## src/rtl/wb_stage_pkg.sv

```systemverilog
// Shared definitions for the rv32i writeback stage: instruction classes,
// load funct3 encodings and the writeback FSM state encoding.
package wb_stage_pkg;

   // Instruction-class codes shared with the execute stage.
   localparam logic [3:0] R_TYPE = 4'd0;
   localparam logic [3:0] I_TYPE = 4'd1;
   localparam logic [3:0] L_TYPE = 4'd2;
   localparam logic [3:0] S_TYPE = 4'd3;
   localparam logic [3:0] B_TYPE = 4'd4;
   localparam logic [3:0] U_TYPE = 4'd5;
   localparam logic [3:0] J_TYPE = 4'd6;

   localparam logic [2:0] F3_LB  = 3'b000;
   localparam logic [2:0] F3_LH  = 3'b001;
   localparam logic [2:0] F3_LW  = 3'b010;
   localparam logic [2:0] F3_LBU = 3'b100;
   localparam logic [2:0] F3_LHU = 3'b101;

   typedef enum logic {
      ST_IDLE = 1'b0,
      ST_WAIT = 1'b1
   } wb_state_e;

endpackage

```

## src/rtl/wb_stage_if.sv

```systemverilog
// Handshake, load-return, register-file and bypass signals of the writeback
// stage. The memory stage side is the master; wb_stage is the slave.
interface wb_stage_if #(
   parameter int XLEN       = 32,
   parameter int REG_ADDR_W = 5,
   parameter int TYPE_W     = 4,
   parameter int CNT_W      = 32
);

   logic                  in_valid;
   logic                  in_ready;
   logic [TYPE_W-1:0]     insn_type;
   logic [2:0]            funct3;
   logic [1:0]            addr_lo;
   logic [REG_ADDR_W-1:0] rd;
   logic [XLEN-1:0]       ex_val;
   logic                  mem_r_valid;
   logic [31:0]           mem_r_data;
   logic                  regfile_w_en;
   logic [REG_ADDR_W-1:0] regfile_w_reg;
   logic [XLEN-1:0]       regfile_w_data;
   logic                  wb_bp_valid;
   logic [REG_ADDR_W-1:0] wb_bp_reg;
   logic [XLEN-1:0]       wb_bp_val;
   logic [CNT_W-1:0]      retired_cnt;

   modport slave (
      input  in_valid,
      output in_ready,
      input  insn_type,
      input  funct3,
      input  addr_lo,
      input  rd,
      input  ex_val,
      input  mem_r_valid,
      input  mem_r_data,
      output regfile_w_en,
      output regfile_w_reg,
      output regfile_w_data,
      output wb_bp_valid,
      output wb_bp_reg,
      output wb_bp_val,
      output retired_cnt
   );

   modport master (
      output in_valid,
      input  in_ready,
      output insn_type,
      output funct3,
      output addr_lo,
      output rd,
      output ex_val,
      output mem_r_valid,
      output mem_r_data,
      input  regfile_w_en,
      input  regfile_w_reg,
      input  regfile_w_data,
      input  wb_bp_valid,
      input  wb_bp_reg,
      input  wb_bp_val,
      input  retired_cnt
   );

endinterface

```

## src/rtl/wb_stage_load_extract.sv

```systemverilog
// Combinational load alignment: picks the byte/halfword/word out of the raw
// memory word and sign- or zero-extends it to XLEN (XLEN must be >= 32).
module wb_stage_load_extract
   import wb_stage_pkg::*;
#(
   parameter int XLEN = 32
) (
   input  logic [2:0]      funct3_i,
   input  logic [1:0]      addr_lo_i,
   input  logic [31:0]     mem_r_data_i,
   output logic [XLEN-1:0] load_val_o
);

   logic [7:0]  byte_sel;
   logic [15:0] half_sel;

   always_comb begin
      byte_sel = mem_r_data_i[7:0];
      case (addr_lo_i)
         2'd0: byte_sel = mem_r_data_i[7:0];
         2'd1: byte_sel = mem_r_data_i[15:8];
         2'd2: byte_sel = mem_r_data_i[23:16];
         2'd3: byte_sel = mem_r_data_i[31:24];
         default: byte_sel = mem_r_data_i[7:0];
      endcase
   end

   // Halfword loads ignore the odd-byte bit of the address.
   assign half_sel = addr_lo_i[1] ? mem_r_data_i[31:16] : mem_r_data_i[15:0];

   always_comb begin
      load_val_o = XLEN'($signed(mem_r_data_i));
      case (funct3_i)
         F3_LB:   load_val_o = XLEN'($signed(byte_sel));
         F3_LBU:  load_val_o = XLEN'(byte_sel);
         F3_LH:   load_val_o = XLEN'($signed(half_sel));
         F3_LHU:  load_val_o = XLEN'(half_sel);
         F3_LW:   load_val_o = XLEN'($signed(mem_r_data_i));
         default: load_val_o = XLEN'($signed(mem_r_data_i));
      endcase
   end

endmodule

```

## src/rtl/wb_stage.sv

```systemverilog
// rv32i writeback stage: accepts one instruction per handshake, waits for load
// data if needed, and issues one registered regfile write/bypass per retire.
//
// state   | meaning
// --------+-----------------------------------------------------------
// ST_IDLE | ready for a new instruction; retires non-loads and loads
//         | whose data arrives in the accept cycle
// ST_WAIT | load accepted, holding its fields until mem_r_valid
module wb_stage
   import wb_stage_pkg::*;
#(
   parameter int XLEN       = 32,
   parameter int REG_ADDR_W = 5,
   parameter int TYPE_W     = 4,
   parameter int CNT_W      = 32
) (
   input logic        clk,
   input logic        rst,
   wb_stage_if.slave  bus
);

   wb_state_e             state_q, state_d;

   logic [TYPE_W-1:0]     type_q;
   logic [2:0]            funct3_q;
   logic [1:0]            addr_lo_q;
   logic [REG_ADDR_W-1:0] rd_q;
   logic [XLEN-1:0]       ex_val_q;

   logic                  wen_q, wen_d;
   logic [REG_ADDR_W-1:0] wreg_q, wreg_d;
   logic [XLEN-1:0]       wdata_q, wdata_d;
   logic [CNT_W-1:0]      cnt_q, cnt_d;

   logic                  in_ready;
   logic                  accept;
   logic                  retire;
   logic                  in_is_load;
   logic                  use_held;

   logic [TYPE_W-1:0]     cur_type;
   logic [2:0]            cur_funct3;
   logic [1:0]            cur_addr_lo;
   logic [REG_ADDR_W-1:0] cur_rd;
   logic [XLEN-1:0]       cur_ex_val;
   logic                  cur_is_load;
   logic                  cur_writes_rd;
   logic [XLEN-1:0]       load_val;
   logic [XLEN-1:0]       result;

   assign in_ready   = !rst && (state_q == ST_IDLE);
   assign accept     = bus.in_valid && in_ready;
   assign in_is_load = (bus.insn_type == TYPE_W'(L_TYPE));

   // In WAIT the retiring instruction lives in the holding registers; in IDLE
   // it is the one being accepted this cycle.
   assign use_held    = (state_q == ST_WAIT);
   assign cur_type    = use_held ? type_q    : bus.insn_type;
   assign cur_funct3  = use_held ? funct3_q  : bus.funct3;
   assign cur_addr_lo = use_held ? addr_lo_q : bus.addr_lo;
   assign cur_rd      = use_held ? rd_q      : bus.rd;
   assign cur_ex_val  = use_held ? ex_val_q  : bus.ex_val;

   assign cur_is_load   = (cur_type == TYPE_W'(L_TYPE));
   assign cur_writes_rd = !((cur_type == TYPE_W'(S_TYPE)) ||
                            (cur_type == TYPE_W'(B_TYPE)));

   wb_stage_load_extract #(
      .XLEN (XLEN)
   ) u_load_extract (
      .funct3_i     (cur_funct3),
      .addr_lo_i    (cur_addr_lo),
      .mem_r_data_i (bus.mem_r_data),
      .load_val_o   (load_val)
   );

   assign result = cur_is_load ? load_val : cur_ex_val;

   always_ff @(posedge clk) begin
      if (rst) begin
         state_q <= ST_IDLE;
      end else begin
         state_q <= state_d;
      end
   end

   always_comb begin
      state_d = state_q;
      retire  = 1'b0;
      case (state_q)
         ST_IDLE: begin
            if (accept) begin
               if (in_is_load && !bus.mem_r_valid) begin
                  state_d = ST_WAIT;
               end else begin
                  retire = 1'b1;
               end
            end
         end
         ST_WAIT: begin
            if (bus.mem_r_valid) begin
               retire  = 1'b1;
               state_d = ST_IDLE;
            end
         end
         default: state_d = ST_IDLE;
      endcase
   end

   always_ff @(posedge clk) begin
      if (rst) begin
         type_q    <= '0;
         funct3_q  <= '0;
         addr_lo_q <= '0;
         rd_q      <= '0;
         ex_val_q  <= '0;
      end else if (accept) begin
         type_q    <= bus.insn_type;
         funct3_q  <= bus.funct3;
         addr_lo_q <= bus.addr_lo;
         rd_q      <= bus.rd;
         ex_val_q  <= bus.ex_val;
      end
   end

   // Index/data only move on a real strobe; stores, branches and x0 writes
   // still count as retired.
   always_comb begin
      wen_d   = retire && cur_writes_rd && (cur_rd != '0);
      wreg_d  = wen_d ? cur_rd : wreg_q;
      wdata_d = wen_d ? result : wdata_q;
      cnt_d   = retire ? cnt_q + CNT_W'(1) : cnt_q;
   end

   always_ff @(posedge clk) begin
      if (rst) begin
         wen_q   <= 1'b0;
         wreg_q  <= '0;
         wdata_q <= '0;
         cnt_q   <= '0;
      end else begin
         wen_q   <= wen_d;
         wreg_q  <= wreg_d;
         wdata_q <= wdata_d;
         cnt_q   <= cnt_d;
      end
   end

   assign bus.in_ready       = in_ready;
   assign bus.regfile_w_en   = wen_q;
   assign bus.regfile_w_reg  = wreg_q;
   assign bus.regfile_w_data = wdata_q;
   assign bus.wb_bp_valid    = wen_q;
   assign bus.wb_bp_reg      = wreg_q;
   assign bus.wb_bp_val      = wdata_q;
   assign bus.retired_cnt    = cnt_q;

endmodule
```

## src/flat_wrapper.sv

```systemverilog
// flat-port wrapper written by rule: the top's interface ports become plain ports
module wb_stage_flat import wb_stage_pkg::*;
#(
   parameter int XLEN       = 32,
   parameter int REG_ADDR_W = 5,
   parameter int TYPE_W     = 4,
   parameter int CNT_W      = 32
)
  (clk, rst, bus_in_valid, bus_in_ready, bus_insn_type, bus_funct3, bus_addr_lo, bus_rd, bus_ex_val, bus_mem_r_valid, bus_mem_r_data, bus_regfile_w_en, bus_regfile_w_reg, bus_regfile_w_data, bus_wb_bp_valid, bus_wb_bp_reg, bus_wb_bp_val, bus_retired_cnt);
  wb_stage_if #(.XLEN(XLEN), .REG_ADDR_W(REG_ADDR_W), .TYPE_W(TYPE_W), .CNT_W(CNT_W)) bus_i ();
  input logic clk;
  input logic rst;
  input wire logic [$bits(bus_i.in_valid)-1:0] bus_in_valid;
  output wire logic [$bits(bus_i.in_ready)-1:0] bus_in_ready;
  input wire logic [$bits(bus_i.insn_type)-1:0] bus_insn_type;
  input wire logic [$bits(bus_i.funct3)-1:0] bus_funct3;
  input wire logic [$bits(bus_i.addr_lo)-1:0] bus_addr_lo;
  input wire logic [$bits(bus_i.rd)-1:0] bus_rd;
  input wire logic [$bits(bus_i.ex_val)-1:0] bus_ex_val;
  input wire logic [$bits(bus_i.mem_r_valid)-1:0] bus_mem_r_valid;
  input wire logic [$bits(bus_i.mem_r_data)-1:0] bus_mem_r_data;
  output wire logic [$bits(bus_i.regfile_w_en)-1:0] bus_regfile_w_en;
  output wire logic [$bits(bus_i.regfile_w_reg)-1:0] bus_regfile_w_reg;
  output wire logic [$bits(bus_i.regfile_w_data)-1:0] bus_regfile_w_data;
  output wire logic [$bits(bus_i.wb_bp_valid)-1:0] bus_wb_bp_valid;
  output wire logic [$bits(bus_i.wb_bp_reg)-1:0] bus_wb_bp_reg;
  output wire logic [$bits(bus_i.wb_bp_val)-1:0] bus_wb_bp_val;
  output wire logic [$bits(bus_i.retired_cnt)-1:0] bus_retired_cnt;
  assign bus_i.in_valid = bus_in_valid;
  assign bus_in_ready = bus_i.in_ready;
  assign bus_i.insn_type = bus_insn_type;
  assign bus_i.funct3 = bus_funct3;
  assign bus_i.addr_lo = bus_addr_lo;
  assign bus_i.rd = bus_rd;
  assign bus_i.ex_val = bus_ex_val;
  assign bus_i.mem_r_valid = bus_mem_r_valid;
  assign bus_i.mem_r_data = bus_mem_r_data;
  assign bus_regfile_w_en = bus_i.regfile_w_en;
  assign bus_regfile_w_reg = bus_i.regfile_w_reg;
  assign bus_regfile_w_data = bus_i.regfile_w_data;
  assign bus_wb_bp_valid = bus_i.wb_bp_valid;
  assign bus_wb_bp_reg = bus_i.wb_bp_reg;
  assign bus_wb_bp_val = bus_i.wb_bp_val;
  assign bus_retired_cnt = bus_i.retired_cnt;
  wb_stage #(.XLEN(XLEN), .REG_ADDR_W(REG_ADDR_W), .TYPE_W(TYPE_W), .CNT_W(CNT_W)) u_core (.clk(clk), .rst(rst), .bus(bus_i));
endmodule
```

## config.mk

```make
export PLATFORM = sky130hd
export DESIGN_NAME = wb_stage_flat
export DESIGN_NICKNAME = d
export VERILOG_FILES = /design/src/rtl/wb_stage_pkg.sv /design/src/rtl/wb_stage_if.sv /design/src/rtl/wb_stage_load_extract.sv /design/src/rtl/wb_stage.sv /design/src/flat_wrapper.sv
export SDC_FILE = /design/constraint.sdc
export NUM_CORES = 1
export LEC_CHECK = 0
export BUFFER_PORTS_ARGS = -buffer_cell sky130_fd_sc_hd__buf_4
export CAP_MARGIN = 20
export CORE_MARGIN = 4
export CORE_UTILIZATION = 40
export DETAILED_ROUTE_END_ITERATION = 7
export PLACE_DENSITY = 0.67
export SYNTH_ARGS = -nofsm -noshare
export SYNTH_HDL_FRONTEND = slang
export SYNTH_SLANG_ARGS = --single-unit
```

## constraint.sdc

```tcl
create_clock -name clk -period 2.35 [get_ports clk]
set_input_delay 0.3525 -clock clk [delete_from_list [all_inputs] [get_ports clk]]
set_output_delay 0.3525 -clock clk [all_outputs]
set_load 0.03 [all_outputs]
```

Yosys cells after proc, flatten, opt, wreduce, memory -nomap -nowiden. Cells that the tools add are included.

Register bits: 117. Input bits: 82. Output and inout port bits: 109. Logic and storage cells: 51.

$add $sub $neg: 1. Equality and inequality tests: 10. Multiplexer cells: 17. Bitwise operators: 1. Reductions and logical operators: 12.

Operators with widths (number): $pmux W32 S4 (1); $mux W32 (2); $add A32 B1 Y32 const B (1); $pmux W8 S4 (1); $mux W16 (1); $eq A4 B2 Y1 const B (3); $eq A3 B3 Y1 const B (2); $mux W1 (6); $logic_and A1 B1 Y1 (5); $mux W5 (1); $reduce_bool A5 Y1 (1); $eq A2 B2 Y1 const B (2); $eq A4 B3 Y1 const B (1); $mux W4 (1); $pmux W1 S2 (2); $eq A3 B1 Y1 const B (1); $logic_not A1 Y1 (3); $logic_not A3 Y1 (1); $mux W3 (1); $eq A2 B1 Y1 const B (1); $logic_not A2 Y1 (1); $mux W2 (1); $logic_or A1 B1 Y1 (1); $not A1 Y1 (1).

Longest topological paths before layout.
Depth after elaboration: 7. Depth in mapped cells: 8.

Modules after synthesis. From an unflattened synthesis, not the netlist that was laid out.

Cells, all modules: 805. Area, all modules: 6471.2 um^2.

Modules (own cells, without submodules): wb_stage (instances 1, cells each 694, area an instance 5803.1 um^2); wb_stage_load_extract (instances 1, cells each 111, area an instance 668.1 um^2).

Worst setup path after synthesis. Ideal clock, no wire load.

Path kind: reg2reg. Start: reg u_core.cnt_q[2], in the netlist u_core.bus.retired_cnt[2]. End: reg u_core.cnt_q[28], in the netlist u_core.bus.retired_cnt[28]. Library setup time: 0.071 ns. Arrival: 2.236 ns. Data required time: 2.279 ns. Setup slack: 0.043 ns. Cell stages (with the launch flop): 7. Path buffers: 1. Period minus slack after synthesis: 2.307 ns. Cell sequence: dfxtp_1 -> and4_1 -> nand4_1 -> or4_1 -> buf_2 -> or4_1 -> a21oi_1.

Longest elaborated chain between the ends: 1.

Ends and longest elaborated chain: start: declaration (line wb_stage.sv:33) `logic [CNT_W-1:0] cnt_q, cnt_d;`; start signal: assignment (line wb_stage.sv:145) `cnt_q <= cnt_d;`; $add A32 B1 Y32 (line wb_stage.sv:132) `cnt_d = retire ? cnt_q + CNT_W'(1) : cnt_q;`.

No other way between the ends. A chain may end at the register's enable or synchronous reset.

Worst setup path in the final report.
Start: reg u_core.state_q. End: reg u_core.cnt_q[22], in the netlist u_core.bus.retired_cnt[22].

Longest elaborated chain between the ends: 5.

Ends and longest elaborated chain: start: declaration (line wb_stage.sv:22) `wb_state_e state_q, state_d;`; start signal: assignment (line wb_stage.sv:83) `state_q <= state_d;`; $not A1 Y1 (line wb_stage.sv:51, wb_stage.sv:90); $logic_and A1 B1 Y1 (line wb_stage.sv:51) `assign in_ready = !rst && (state_q == ST_IDLE);`; $logic_and A1 B1 Y1 (line wb_stage.sv:52) `assign accept = bus.in_valid && in_ready;`; $mux W1 (line wb_stage.sv:92) `if (accept) begin`; $pmux W1 S2 (*) (line wb_stage.sv:90) `case (state_q)`.

Every way passes the cells marked *; elsewhere a longest branch is shown, timed or not.

==> results.sh <==
export IMPL_fin_setup_tns_ns=0
export IMPL_detail_route_iter0_violations=416
export IMPL_synth_simple_gate_area_share_pct=21.40
export IMPL_setup_viol=0
export IMPL_number_of_clock_buffers_inserted_by_tritoncts=17
export IMPL_syn_avg_cell_area_sq_um=8.125
export IMPL_worst_pin_slew_ns=0.7872
export IMPL_first_global_vias=5602
export IMPL_number_of_antenna_violations_at_the_first_check_in_global_routing=1
export IMPL_path_class="flop to flop"
export IMPL_ys_types=54
export IMPL_finalWorstPathRequiredPeriod_ns=2.177
export IMPL_grt_start_max_net_pins=94
export IMPL_outcome="finished clean"
export IMPL_num_io_pins=191
export IMPL_synth_mux_area_fraction_pct=8.413
export IMPL_die_area_sq_mm=0.01788
export IMPL_antenna_diode_count=0
export IMPL_postSynthNetCount=861
export IMPL_synth_compound_gate_area_share_pct=21.16
export IMPL_place_gp_congestion=0.9136
export IMPL_numPlacedInstances=1119
export IMPL_fmax_ghz=0.4594
export IMPL_synth_top_cells_by_count="117 x sky130_fd_sc_hd__dfxtp_1, 72 x sky130_fd_sc_hd__a21oi_1, 72 x sky130_fd_sc_hd__nand2_1"
export IMPL_timing_final_max_slew_violations=0
export IMPL_maxSlewHeadroom_pct=47.52
export IMPL_dp_hpwl_um=13970
export IMPL_netlist_instances=778
export IMPL_synth_top_family_by_area="simple AND/OR/NAND/NOR gates"
export IMPL_report_power_total_w=0.005589
export IMPL_cts_sinks=117
export IMPL_clockBufferDepth=2
export IMPL_drtPass1Iterations=6
export IMPL_final_util_pct=55.07
export IMPL_via_per_inst=5.348
export IMPL_die_width_um=133.7
export IMPL_ys_async_sr_fraction_pct=0
export IMPL_drt_wirelength_per_cell_um=16.59
export IMPL_power_leakage_nw=3.297
export IMPL_num_vias=6155
export IMPL_yosysMostFrequentCell="sky130_fd_sc_hd__dfxtp_1"
export IMPL_clock_latency_ns=0.42
export IMPL_worst_endpoint_required_ns=2.69
export IMPL_synthesis_yosys_warnings=0
export IMPL_grt_pass1_wl_um=29790
export IMPL_post_synth_edffs=0
export IMPL_period_share_pct=92.63
export IMPL_drc=0
export IMPL_largest_voltage_drop_on_the_vdd_net_mv=0.4887
export IMPL_core_region_area_sq_mm=0.01531
export IMPL_worst_path_max_fanout=14
export IMPL_wl_um=19090
export IMPL_n_fill_cell=1446
export IMPL_synth_yosys_seq_area_share_pct=37.05
export IMPL_chipHeight_um=133.7
export IMPL_port_buffer_count=190
export IMPL_cts_hold_buffers_added=0
export IMPL_data_arrival_critical_path_ns=2.52
export IMPL_global_route_usage_total_pct=20.84
export IMPL_synth_adder_area_share_pct=0.1979
export IMPL_critical_path_endpoint_type="flop"
export IMPL_area_growth_pct=33.41
export IMPL_report_final_hold_viol_count=0
export IMPL_final_setup_skew_ns=0.007376
export IMPL_instances_no_fill=1151
export IMPL_synth_top_cells_by_area="sky130_fd_sc_hd__dfxtp_1 37%, sky130_fd_sc_hd__mux2i_1 6.8%, sky130_fd_sc_hd__a21oi_1 5.7%"
export IMPL_stdcell_area_sq_mm=0.008433
export IMPL_max_cap_violations=0
export IMPL_pwr_density_cell_mw_per_mm2=662.7
export IMPL_post_synth_instance_area_sq_mm=0.006321
export IMPL_finalNetCount=1010
export IMPL_grt_setup_unrepaired="false"
export IMPL_std_cell_rows=45
export IMPL_cts_htree_levels=4
export IMPL_cts_clk_slew_worst_paths_ns=0.06
export IMPL_synth_top_area_share_pct=37.05
export IMPL_ys_flop_type="sky130_fd_sc_hd__dfxtp_1"
export IMPL_ys_ff_latch=117
export IMPL_clock_root_buffer="sky130_fd_sc_hd__clkbuf_16"
export IMPL_min_path_type="primary input to flop"
export IMPL_place_area_sq_mm=0.007819
export IMPL_final_antenna_net_count=0
export IMPL_grt_overflow_total=0
export IMPL_yosys_area_top_type="sky130_fd_sc_hd__dfxtp_1"
export IMPL_drive_above_1_share_pct=29.57
export IMPL_cp_start_kind="flop"
export IMPL_tritoncts_clock_tree="yes"
export IMPL_starting_density_pct=41.27
export IMPL_yosys_area_share_xor_xnor_pct=1.801
export IMPL_multi_input_area_sq_mm=0.003390
export IMPL_footprint_of_the_flip_flops_and_latches_sq_mm=0.002346
==> worst paths after layout <==
| check | slack [ns] | start | to | cells after the start |
|---|---|---|---|---|
| setup / recovery | 0.17 | u_core.state_q | u_core.bus.retired_cnt[22] | 6 |
| hold / removal | 0.14 | bus_ex_val[1] | u_core.ex_val_q[1] | 3 |
| setup reg to reg | 0.17 | u_core.state_q | u_core.bus.retired_cnt[22] | 6 |
| hold reg to reg | 0.47 | u_core.ex_val_q[27] | u_core.ex_val_q[27] | 2 |
==> cells in the final DEF, fill, tap and decap left out, types with 4 or more instances in the layout <==
cell	n
sky130_fd_sc_hd__clkinvlp_4	4
sky130_fd_sc_hd__nor3_1	14
sky130_fd_sc_hd__nor2_1	25
sky130_fd_sc_hd__o32ai_1	25
sky130_fd_sc_hd__mux2_2	9
sky130_fd_sc_hd__a311oi_1	7
sky130_fd_sc_hd__xnor2_1	12
sky130_fd_sc_hd__nand2b_1	53
sky130_fd_sc_hd__buf_12	4
sky130_fd_sc_hd__and3_1	8
sky130_fd_sc_hd__inv_1	32
sky130_fd_sc_hd__dfxtp_1	116
sky130_fd_sc_hd__a211oi_1	7
sky130_fd_sc_hd__a22oi_1	7
sky130_fd_sc_hd__nand4_1	7
sky130_fd_sc_hd__o21ai_0	63
sky130_fd_sc_hd__nand2_1	72
sky130_fd_sc_hd__clkinv_4	5
sky130_fd_sc_hd__buf_4	217
sky130_fd_sc_hd__mux2i_1	43
sky130_fd_sc_hd__or3_1	17
sky130_fd_sc_hd__clkbuf_16	17
sky130_fd_sc_hd__o211ai_1	6
sky130_fd_sc_hd__a2bb2oi_1	6
sky130_fd_sc_hd__nor4_1	4
sky130_fd_sc_hd__a21oi_1	72
sky130_fd_sc_hd__nand3_1	33
==> cell type report <==
class | instances | share of cell area, %
sequential | 117 | 27.82
timing repair buffer | 222 | 20.40
inverter | 32 | 1.424
multi-input combinational | 537 | 40.19
clock inverter | 14 | 1.825
tap | 211 | 3.131
clock buffer | 18 | 5.208
==> cell families after synthesis <==
kind of cell | Yosys count
AO/OA/AOI/OAI | 214
adder cells (fa/ha/maj) | 1
multiplexers | 52
buffers and inverters | 124
flip-flops | 117
XOR/XNOR | 13
AND/OR/NAND/NOR | 257
==> through the flow <==
stage / hold WS, ns / worst slack (ns)
finish: 0.1415 / 0.1731
CTS: 0.1256 / 0.07774
floorplan: 0.4458 / 0.04302
global route: 0.1331 / 0.002914
global placement: 0.4580 / 0.08518
detailed placement: 0.4625 / 0.02165
==> timing repair <==
action                                  4_1_cts  5_1_grt
endpoints found under the hold margin         0        0
endpoints found under the setup margin        0       14
setup buffers                                 0        0
resized for setup                             0        5
==> where the power goes <==
part | switching, W | internal [W]
logic | 0.000488 | 0.000356
registers | 0.0000766 | 0.00208
clock network | 0.000990 | 0.00159
total | 0.00155 | 0.00403
==> critical path: stages (launching register included) <==
cell                      delay (ns)
sky130_fd_sc_hd__dfxtp_4        0.42
sky130_fd_sc_hd__nor3b_4        0.26
sky130_fd_sc_hd__o22ai_2        0.15
sky130_fd_sc_hd__or4_4          0.58
sky130_fd_sc_hd__buf_4          0.20
sky130_fd_sc_hd__or3_1          0.35
sky130_fd_sc_hd__a21oi_1        0.15
==> per-layer routing <==
| layer | vias up | wire length (um) | share of wire (%) | GRT usage, % |
|---|---|---|---|---|
| li1 | 3055 | - | - | - |
| met1 | 2848 | 8322 | 44 | 27.53 |
| met2 | 225 | 8589 | 45 | 31.78 |
| met3 | 25 | 1791 | 9.4 | 7.137 |
| met4 | 2 | 368 | 1.9 | 7.143 |
| met5 | - | 20 | 0.10 | 0 |
No activity file was read; power rests on OpenSTA's default activity.
